==> config.mk <==
export PLATFORM = sky130hd
export DESIGN_NAME = id_scoreboard
export DESIGN_NICKNAME = d
export VERILOG_FILES = /design/src/rtl/id_scoreboard_pkg.sv /design/src/rtl/id_scoreboard_cnt_cell.sv /design/src/rtl/id_scoreboard.sv
export SDC_FILE = /design/constraint.sdc
export NUM_CORES = 1
export LEC_CHECK = 0
export BUFFER_PORTS_ARGS = -buffer_cell sky130_fd_sc_hd__buf_2
export CORE_MARGIN = 2
export CORE_UTILIZATION = 24
export DETAILED_ROUTE_END_ITERATION = 10
export GPL_ROUTABILITY_DRIVEN = 0
export HOLD_SLACK_MARGIN = 0.05
export MAX_ROUTING_LAYER = met4
export PLACE_DENSITY = 0.39
export SLEW_MARGIN = 15
export SYNTH_ARGS = -nofsm -noshare
export SYNTH_HDL_FRONTEND = slang
export SYNTH_SLANG_ARGS = --single-unit
==> constraint.sdc <==
create_clock -name clk -period 5.3 [get_ports clk]
set_clock_uncertainty 0.2 [all_clocks]
set_input_delay 0.53 -clock clk [delete_from_list [all_inputs] [get_ports clk]]
set_output_delay 0.53 -clock clk [all_outputs]
set_load 0.1 [all_outputs]
==> src/rtl/id_scoreboard_pkg.sv <==
// id_scoreboard_pkg: shared register-file geometry and latency-class encoding for the ID scoreboard.
package id_scoreboard_pkg;
    localparam int SB_NREG  = 32;
    localparam int SB_IDX_W = $clog2(SB_NREG);

    localparam logic [6:0] OP_LOAD   = 7'b0000011;
    localparam logic [6:0] OP_REG    = 7'b0110011;
    localparam logic [6:0] OP_REG_32 = 7'b0111011;

    typedef enum logic [1:0] {
        LAT_SHORT  = 2'd0,
        LAT_LOAD   = 2'd1,
        LAT_MULDIV = 2'd2,
        LAT_CSR    = 2'd3
    } lat_class_e;

    // fun_7[0] on OP_REG/OP_REG_32 selects the MUL/DIV unit
    function automatic lat_class_e lat_class(input logic [6:0] opcode, input logic fun7_0);
        return opcode == OP_LOAD ? LAT_LOAD :
               ((opcode == OP_REG || opcode == OP_REG_32) && fun7_0) ? LAT_MULDIV : LAT_SHORT;
    endfunction

    function automatic logic is_long(input lat_class_e c);
        return c != LAT_SHORT;
    endfunction
endpackage

==> src/rtl/id_scoreboard_cnt_cell.sv <==
// sb_cnt_cell: one register's pending-write counter; saturates at both ends and latches an
// error when more writes retire than were outstanding.
module sb_cnt_cell #(
    parameter int CNT_W = 2,
    parameter int DEC_W = 2
) (
    input  logic             clk,
    input  logic             rst_n,
    input  logic             inc,
    input  logic [DEC_W-1:0] dec,
    output logic [CNT_W-1:0] cnt,
    output logic             err
);
    localparam int SW = (CNT_W > DEC_W ? CNT_W : DEC_W) + 1;
    localparam logic [SW-1:0] MAX = SW'((1 << CNT_W) - 1);

    logic [SW-1:0]    up;
    logic [SW-1:0]    diff;
    logic             under;
    logic [CNT_W-1:0] cnt_n;

    always_comb begin
        up    = SW'(cnt) + SW'(inc);
        under = SW'(dec) > up;
        diff  = up - SW'(dec);
        cnt_n = under ? '0 : (diff > MAX ? CNT_W'(MAX) : CNT_W'(diff));
    end

    always_ff @(posedge clk or negedge rst_n) begin
        if (!rst_n) begin
            cnt <= '0;
            err <= 1'b0;
        end else begin
            cnt <= cnt_n;
            err <= err | under;
        end
    end
endmodule

==> src/rtl/id_scoreboard.sv <==
// id_scoreboard: per-register pending-write scoreboard for long-latency producers; stalls ID on
// RAW hazards and on counter exhaustion, retiring writes from NWB write-back channels and kills.
module id_scoreboard
    import id_scoreboard_pkg::*;
#(
    parameter int NREG      = SB_NREG,
    parameter int IDX_W     = SB_IDX_W,
    parameter int NWB       = 2,
    parameter int CNT_W     = 2,
    parameter int WB_BYPASS = 1,
    parameter int PERF_W    = 32
) (
    input  logic               clk,
    input  logic               rst_n,
    input  logic               id_valid_i,
    input  logic [IDX_W-1:0]   id_rs1_idx_i,
    input  logic               id_rs1_used_i,
    input  logic [IDX_W-1:0]   id_rs2_idx_i,
    input  logic               id_rs2_used_i,
    input  logic [IDX_W-1:0]   id_rd_idx_i,
    input  logic               id_wben_i,
    input  logic               id_long_i,
    input  logic [NWB-1:0]     wb_valid_i,
    input  logic [NWB*IDX_W-1:0] wb_rdid_i,
    input  logic               kill_valid_i,
    input  logic [IDX_W-1:0]   kill_rdid_i,
    output logic               stall_o,
    output logic               issue_o,
    output logic [NREG-1:0]    busy_o,
    output logic               pending_any_o,
    output logic               err_o,
    output logic [PERF_W-1:0]  stall_cycles_o
);
    localparam int DEC_W = $clog2(NWB + 2);
    localparam int SW    = (CNT_W > DEC_W ? CNT_W : DEC_W) + 1;
    localparam logic [SW-1:0] MAX_PEND = SW'((1 << CNT_W) - 1);

    logic [NREG-1:0][CNT_W-1:0] cnt;
    logic [NREG-1:0][DEC_W-1:0] dec;
    logic [NREG-1:0]            inc;
    logic [NREG-1:0]            err;
    logic [SW-1:0]              c1, d1, c2, d2, cr, dr;
    logic                       rs1_haz, rs2_haz, rd_haz;

    always_comb begin
        for (int r = 0; r < NREG; r++) begin
            dec[r] = '0;
            for (int c = 0; c < NWB; c++)
                if (wb_valid_i[c] && wb_rdid_i[c*IDX_W +: IDX_W] == IDX_W'(r))
                    dec[r] = dec[r] + DEC_W'(1);
            if (kill_valid_i && kill_rdid_i == IDX_W'(r))
                dec[r] = dec[r] + DEC_W'(1);
        end
    end

    always_comb begin
        c1 = SW'(cnt[id_rs1_idx_i]);
        d1 = SW'(dec[id_rs1_idx_i]);
        c2 = SW'(cnt[id_rs2_idx_i]);
        d2 = SW'(dec[id_rs2_idx_i]);
        cr = SW'(cnt[id_rd_idx_i]);
        dr = SW'(dec[id_rd_idx_i]);
        rs1_haz = id_rs1_used_i && id_rs1_idx_i != '0 && c1 != '0 && !(WB_BYPASS != 0 && c1 == d1);
        rs2_haz = id_rs2_used_i && id_rs2_idx_i != '0 && c2 != '0 && !(WB_BYPASS != 0 && c2 == d2);
        // a kill/complete underflow makes cr-dr wrap, which can never equal MAX_PEND
        rd_haz  = id_long_i && id_wben_i && id_rd_idx_i != '0 && (cr - dr) == MAX_PEND;
        stall_o = id_valid_i && (rs1_haz || rs2_haz || rd_haz);
        issue_o = id_valid_i && !stall_o;
    end

    always_comb begin
        for (int r = 0; r < NREG; r++) begin
            inc[r]    = issue_o && id_long_i && id_wben_i && r != 0 && id_rd_idx_i == IDX_W'(r);
            busy_o[r] = cnt[r] != '0;
        end
    end

    assign cnt[0] = '0;
    assign err[0] = 1'b0;

    for (genvar r = 1; r < NREG; r++) begin : g_cell
        sb_cnt_cell #(.CNT_W(CNT_W), .DEC_W(DEC_W)) u_cell (
            .clk   (clk),
            .rst_n (rst_n),
            .inc   (inc[r]),
            .dec   (dec[r]),
            .cnt   (cnt[r]),
            .err   (err[r])
        );
    end

    assign pending_any_o = |busy_o;
    assign err_o         = |err;

    always_ff @(posedge clk or negedge rst_n) begin
        if (!rst_n)
            stall_cycles_o <= '0;
        else if (stall_o && stall_cycles_o != '1)
            stall_cycles_o <= stall_cycles_o + PERF_W'(1);
    end
endmodule

==> Yosys cells after proc, flatten, opt, wreduce, memory -nomap -nowiden <==
Cells that the tools add are included.
{ "totals": {"register_bits": 125, "in_bits": 40, "elab_cells": 772} }
{ "classes": {"n_addsub": 128, "n_lt_le_gt_ge": 65, "n_eq_ne": 128, "mux": 170, "bitwise_logic": 31, "n_reduce_logical": 187} }
{ "ops": {"columns": ["operator", "count"], "rows": [
  ["$eq A5 B5 Y1 const B", 64],
  ["$mux W2", 132],
  ["$eq A5 B4 Y1 const B", 32],
  ["$logic_and A1 B1 Y1", 141],
  ["$add A2 B1 Y2 const B", 64],
  ["$add A2 B1 Y3", 31],
  ["$gt A2 B3 Y1", 31],
  ["$gt A3 B2 Y1 const B", 31],
  ["$sub A3 B2 Y3", 31],
  ["$eq A5 B3 Y1 const B", 16],
  ["$reduce_bool A2 Y1", 33],
  ["$reduce_or A31 Y1", 2],
  ["$bmux W2 S5", 6],
  ["$eq A5 B2 Y1 const B", 8],
  ["$add A32 B1 Y32 const B", 1],
  ["$mux W1", 32],
  ["$ne A32 B32 Y1 const B", 1],
  ["$or A1 B1 Y1", 31],
  ["$eq A5 B1 Y1 const B", 4],
  ["$lt A5 B6 Y1 const B", 3],
  ["$logic_not A5 Y1", 3],
  ["$reduce_bool A5 Y1", 3],
  ["$eq A2 B2 Y1", 2],
  ["$eq A3 B2 Y1 const B", 1],
  ["other kinds (3)", 6]
]} }

==> Depth between registers and ports, before layout <==
{ "logic_depth": {"ltp_word": 25, "mapped_depth": 31, "mapped_depth_nobuf": 29} }

==> Modules after synthesis <==
Synthesis repeated with hierarchy kept, for this count alone.
{ "hier_totals": {"cells_unflattened": 1797, "hier_area_um2": 16006.6} }
{ "by_module_without_submodules": {"columns": ["module", "instances", "cells_each", "area_each_um2", "seq_area_each_um2"], "rows": [
  ["id_scoreboard", 1, 1177, 8831.0, 800.8],
  ["sb_cnt_cell", 31, 20, 231.5, 75.1]
]} }

==> Worst setup path after synthesis <==
OpenSTA, ideal clock, no wires.
{ "synth_path": {"path_type": "input to register", "from": "input wb_rdid_i[4]", "to": "register g_cell[8].u_cell.cnt[1]", "setup_ns": 0.120, "arrival_ns": 5.785, "required_ns": 4.980, "setup_slack_ns": -0.805, "path_stages": 30, "path_buffers": 2, "path_cell_list": "nand2_1 > nor3_1 > nand2_1 > ha_1 > xnor2_1 > inv_1 > mux4_2 > mux2_2 > o211ai_1 > a32o_1 > a22oi_1 > ha_1 > inv_1 > fa_1 > nand4_1 > o32ai_1 > a211oi_2 > nand2_1 > or3_1 > buf_6 > buf_6 > nor3_2 > ha_1 > inv_1 > ha_1 > inv_1 > fa_1 > nor2_1 > o21ai_0 > and3_1"} }
{ "synth_via": {"elab_chain_cells": 25, "word_cells_on_any_way": 253, "classes_between": "add/sub (67); order compare (2); eq/ne (34); mux (104); reduce/logical (46)"} }
{ "synth_lines": {"columns": ["element", "line", "source"], "rows": [
  ["from (decl)", "id_scoreboard.sv:24", "input logic [NWB*IDX_W-1:0] wb_rdid_i,"],
  ["branches (longest 24 deep; another with $sub A2 B2 Y3)", null, null],
  ["$mux W2 (*)", "id_scoreboard_cnt_cell.sv:26", "cnt_n = under ? '0 : (diff > MAX ? CNT_W'(MAX) : CNT_W'(diff));"],
  ["via g_cell[8].u_cell.cnt_n[1]", "id_scoreboard_cnt_cell.sv:20", "logic [CNT_W-1:0] cnt_n;"],
  ["to (signal assigned)", "id_scoreboard_cnt_cell.sv:34", "cnt <= cnt_n;"],
  ["to (decl)", "id_scoreboard_cnt_cell.sv:11", "output logic [CNT_W-1:0] cnt,"]
]} }
Mark *: on every way through the listed nets, which the timed path passes. The select of a mux whose other input is x is not followed.
A chain may end at the register's enable or synchronous reset.

==> Worst setup path in the final report <==
{ "layout_path": {"from": "input wb_rdid_i[7]", "to": "register g_cell[27].u_cell.cnt[1]"} }
{ "layout_via": {"elab_chain_cells": 23, "word_cells_on_any_way": 189, "classes_between": "add/sub (35); order compare (2); eq/ne (34); mux (72); reduce/logical (46)"} }
{ "layout_lines": {"columns": ["element", "line"], "rows": [
  ["branches (longest 22 deep; another with $sub A2 B2 Y3)", null],
  ["$mux W2 (*)", "id_scoreboard_cnt_cell.sv:26"],
  ["via g_cell[27].u_cell.cnt_n[1]", "id_scoreboard_cnt_cell.sv:20"],
  ["to (signal assigned)", "id_scoreboard_cnt_cell.sv:34"],
  ["to (decl)", "id_scoreboard_cnt_cell.sv:11"]
]} }
Marks and branches as above.

==> impl_metrics.ini <==
[min_path]
min_path_type = flip-flop to flip-flop

[grt]
first_global_vias = 17700
track_usage = 0.229
grt_pass1_wl_um = 115000
gr-total-overflow = 0
grt_max_degree = 72
antenna_found_initial = 0

[sta]
tns_ns = -77.94
worst_slew_pin_slew_ns = 0.760
hold_viol = 0
fin_ws_ns = -1.11
fin_crit_sh = 1.21
fmax_mhz = 156
rsz0062_at_grt = yes
finalSetupViolations = 95
relSlewSlack = 0.489
fin_hold_ws_ns = 0.267
slew_viol_final = 0
fin_crit_ns = 6.41

[final_layout]
fill_cells = 6797
final_nets = 2746
n_antenna_cell = 0
area_growth_pct = 54.2
drive_gt1_frac = 0.488

[synth]
yosysTopAreaCell = dfrtp_1
synth_area_mm2 = 0.0162
async_flop_share = 1.00
ys.flop_type = dfrtp_1
synth_cells = 1853
ys_seq_elements = 125
synth_cell_types = 93
avgSynthCellArea_um2 = 8.72
synthTopCellsByArea = dfrtp_1 (19%), ha_1 (12%), fa_1 (7.8%), mux4_2 (7.7%), inv_1 (6.1%)
synth_edf_count = 0
synth_most_common_cell = inv_1
synth.net_count = 2115
ys.warnings.count = 0
yosys-top-cells-count = inv_1 (261), ha_1 (159), nand2_1 (147)
seq_area_frac_synth = 0.194
synth_top_area_frac = 0.194

[critical_path]
worst-setup-path-type = primary input to flip-flop
critPathMaxStageDelay_ns = 0.50
critPathCaptureType = flip-flop
worst_path_most_repeated_cell = buf_6
path_max_fanout = 5
worstSetupStartpointType = primary input
crit_arrival_ns = 6.54
worstPathRequired_ns = 5.42
critPathSlowestCell = fa_2

[cts]
clk-insertion-delay-late_ns = 0.46
clk_pin_slew_ns = 0.06
htree_levels = 4
ctsLongestPathBuffers = 2
clock-sinks = 125
tritoncts = yes
root_buffer = clkbuf_16
numCtsBuffers = 17

[drt]
drtPass1Iterations = 9
post_drt_via_cell_ratio = 5.06
drt_wl_total_um = 77400
vias = 17000
avgRoutedWirePerCell_um = 23.0
drcViolationCount = 0
drt-initial-drc-count = 1222
drtAntennaViolNets = 0

[placed_design]
portBuffers = 106
hpwlAfterDp_um = 63700

[status]
violations = setup timing
status = finished with violations

[die]
die_w_um = 264
fp-row-count = 95
core_area_mm2 = 0.0669
start_util = 0.242
ioPinCount = 108
die_area_mm2 = 0.0694
die_y_um = 264

[job]
max_cap_viol_count = 0

[power_and_ir_drop]
peakVddDrop_mv = 0.259
powerDensity_mw_per_mm2 = 286
p_leak_nw = 11.3
report_power, final:
part / switching (mW) / leakage [nW] / internal [mW]
clock: 0.559 / 0.289 / 0.671
combinational: 2.89 / 9.50 / 1.72
sequential: 0.136 / 1.52 / 1.14
cell families (layout without fill, tap and decap cells):
kind of cell / after synthesis / count (layout) / synth area share
adder cells (fa/ha/maj): 222 / 222 / 0.201
flip-flops: 125 / 125 / 0.194
AO/OA/AOI/OAI: 367 / 367 / 0.158
XOR/XNOR: 93 / 93 / 0.0513
other: 1 / 1 / 0.000232
buffers and inverters: 364 / 1008 / 0.0903
multiplexers: 93 / 93 / 0.101
AND/OR/NAND/NOR: 588 / 588 / 0.204
sequential cells by signal (all words and copies together) (netlist names):
register           flops
g_cell.u_cell.cnt     62
stall_cycles_o        32
g_cell.u_cell.err     31
final cells by class:
cell class                      instances  area [um^2]  area share
Multi-Input combinational cell       1364        13600       0.547
Timing Repair Buffer                  711         5470       0.220
Sequential cell                       125         3130       0.126
Tap cell                              873         1090      0.0438
Inverter                              265         1000      0.0401
Clock buffer                           17          425      0.0171
Clock inverter                         15          164     0.00658
per-layer routing:
metal | part of all wire | vias to the layer above | wire [um] | GRT usage
met5 | 0 | - | 0 | -
met4 | 0.045 | 0 | 3510 | 0.0848
met3 | 0.039 | 129 | 3040 | 0.0210
met2 | 0.48 | 493 | 37200 | 0.377
met1 | 0.43 | 8613 | 33600 | 0.290
li1 | - | 7801 | - | -
what timing repair did:
action | in CTS | in global routing
setup buffers | 63 | 23
hold buffers | 1 | 0
endpoints found under the setup margin | 95 | 127
endpoints found under the hold margin | 70 | 0
gates cloned | 0 | 0
gates resized for setup | 247 | 132
pin swaps | 87 | 84
per-stage QoR:
step	std cells	instance area [um^2]	worst slack, ns	total power, mW	utilization
after floorplan	1853	16600	-0.669	3.95	-
after global placement	3259	22000	-1.75	5.38	0.329
after detailed placement	3259	22000	-1.82	5.42	0.329
after CTS	3352	24200	-0.978	6.99	0.362
after global routing	3370	24900	-1.29	7.49	0.372
final	3370	24900	-1.11	7.12	0.372
layout by cell type (no fill, tap or decap), types with 16 or more instances in the layout:
master     count
a21boi_2      30
o211ai_1      18
fa_2          33
ha_1          84
mux2i_1       27
nor2b_1       32
inv_1        193
inv_2         68
or2_2         40
buf_6         16
ha_4          47
nor4_4        20
xnor2_1       49
nor2_1        73
dfrtp_1      125
and3_1        27
buf_2         94
o31ai_4       24
nand3_1       41
o21ai_1       23
fa_1          30
buf_12        20
clkbuf_16     17
nand2b_1      38
nor3_1        26
mux4_2        55
ha_2          28
a21oi_1       37
buf_4        574
o21ai_0       65
nand2_1      130
a31oi_1       16
xor2_2        23
worst max-delay path: cells and delay by family:
kind,cells,cell delay [ns]
compound gates,6,1.21
buf+inv,9,0.82
mux,2,0.74
simple gates,6,1.24
fa+ha+maj,6,1.86
xor+xnor,1,0.13
worst paths after layout:
kind,from,end,slack (ns),cells after the start
worst max-delay path,wb_rdid_i[7],g_cell[27].u_cell.cnt[1],-1.11,30
max in group asynchronous,rst_n,g_cell[3].u_cell.cnt[0],3.15,3
worst min register to register,g_cell[21].u_cell.err,g_cell[21].u_cell.err,0.27,1
worst min-delay path,g_cell[21].u_cell.err,g_cell[21].u_cell.err,0.27,1
min in group asynchronous,rst_n,g_cell[18].u_cell.cnt[0],0.49,2
worst max register to register,g_cell[31].u_cell.cnt[0],g_cell[27].u_cell.cnt[1],-0.34,21
No activity file was read; power rests on OpenSTA's default activity.
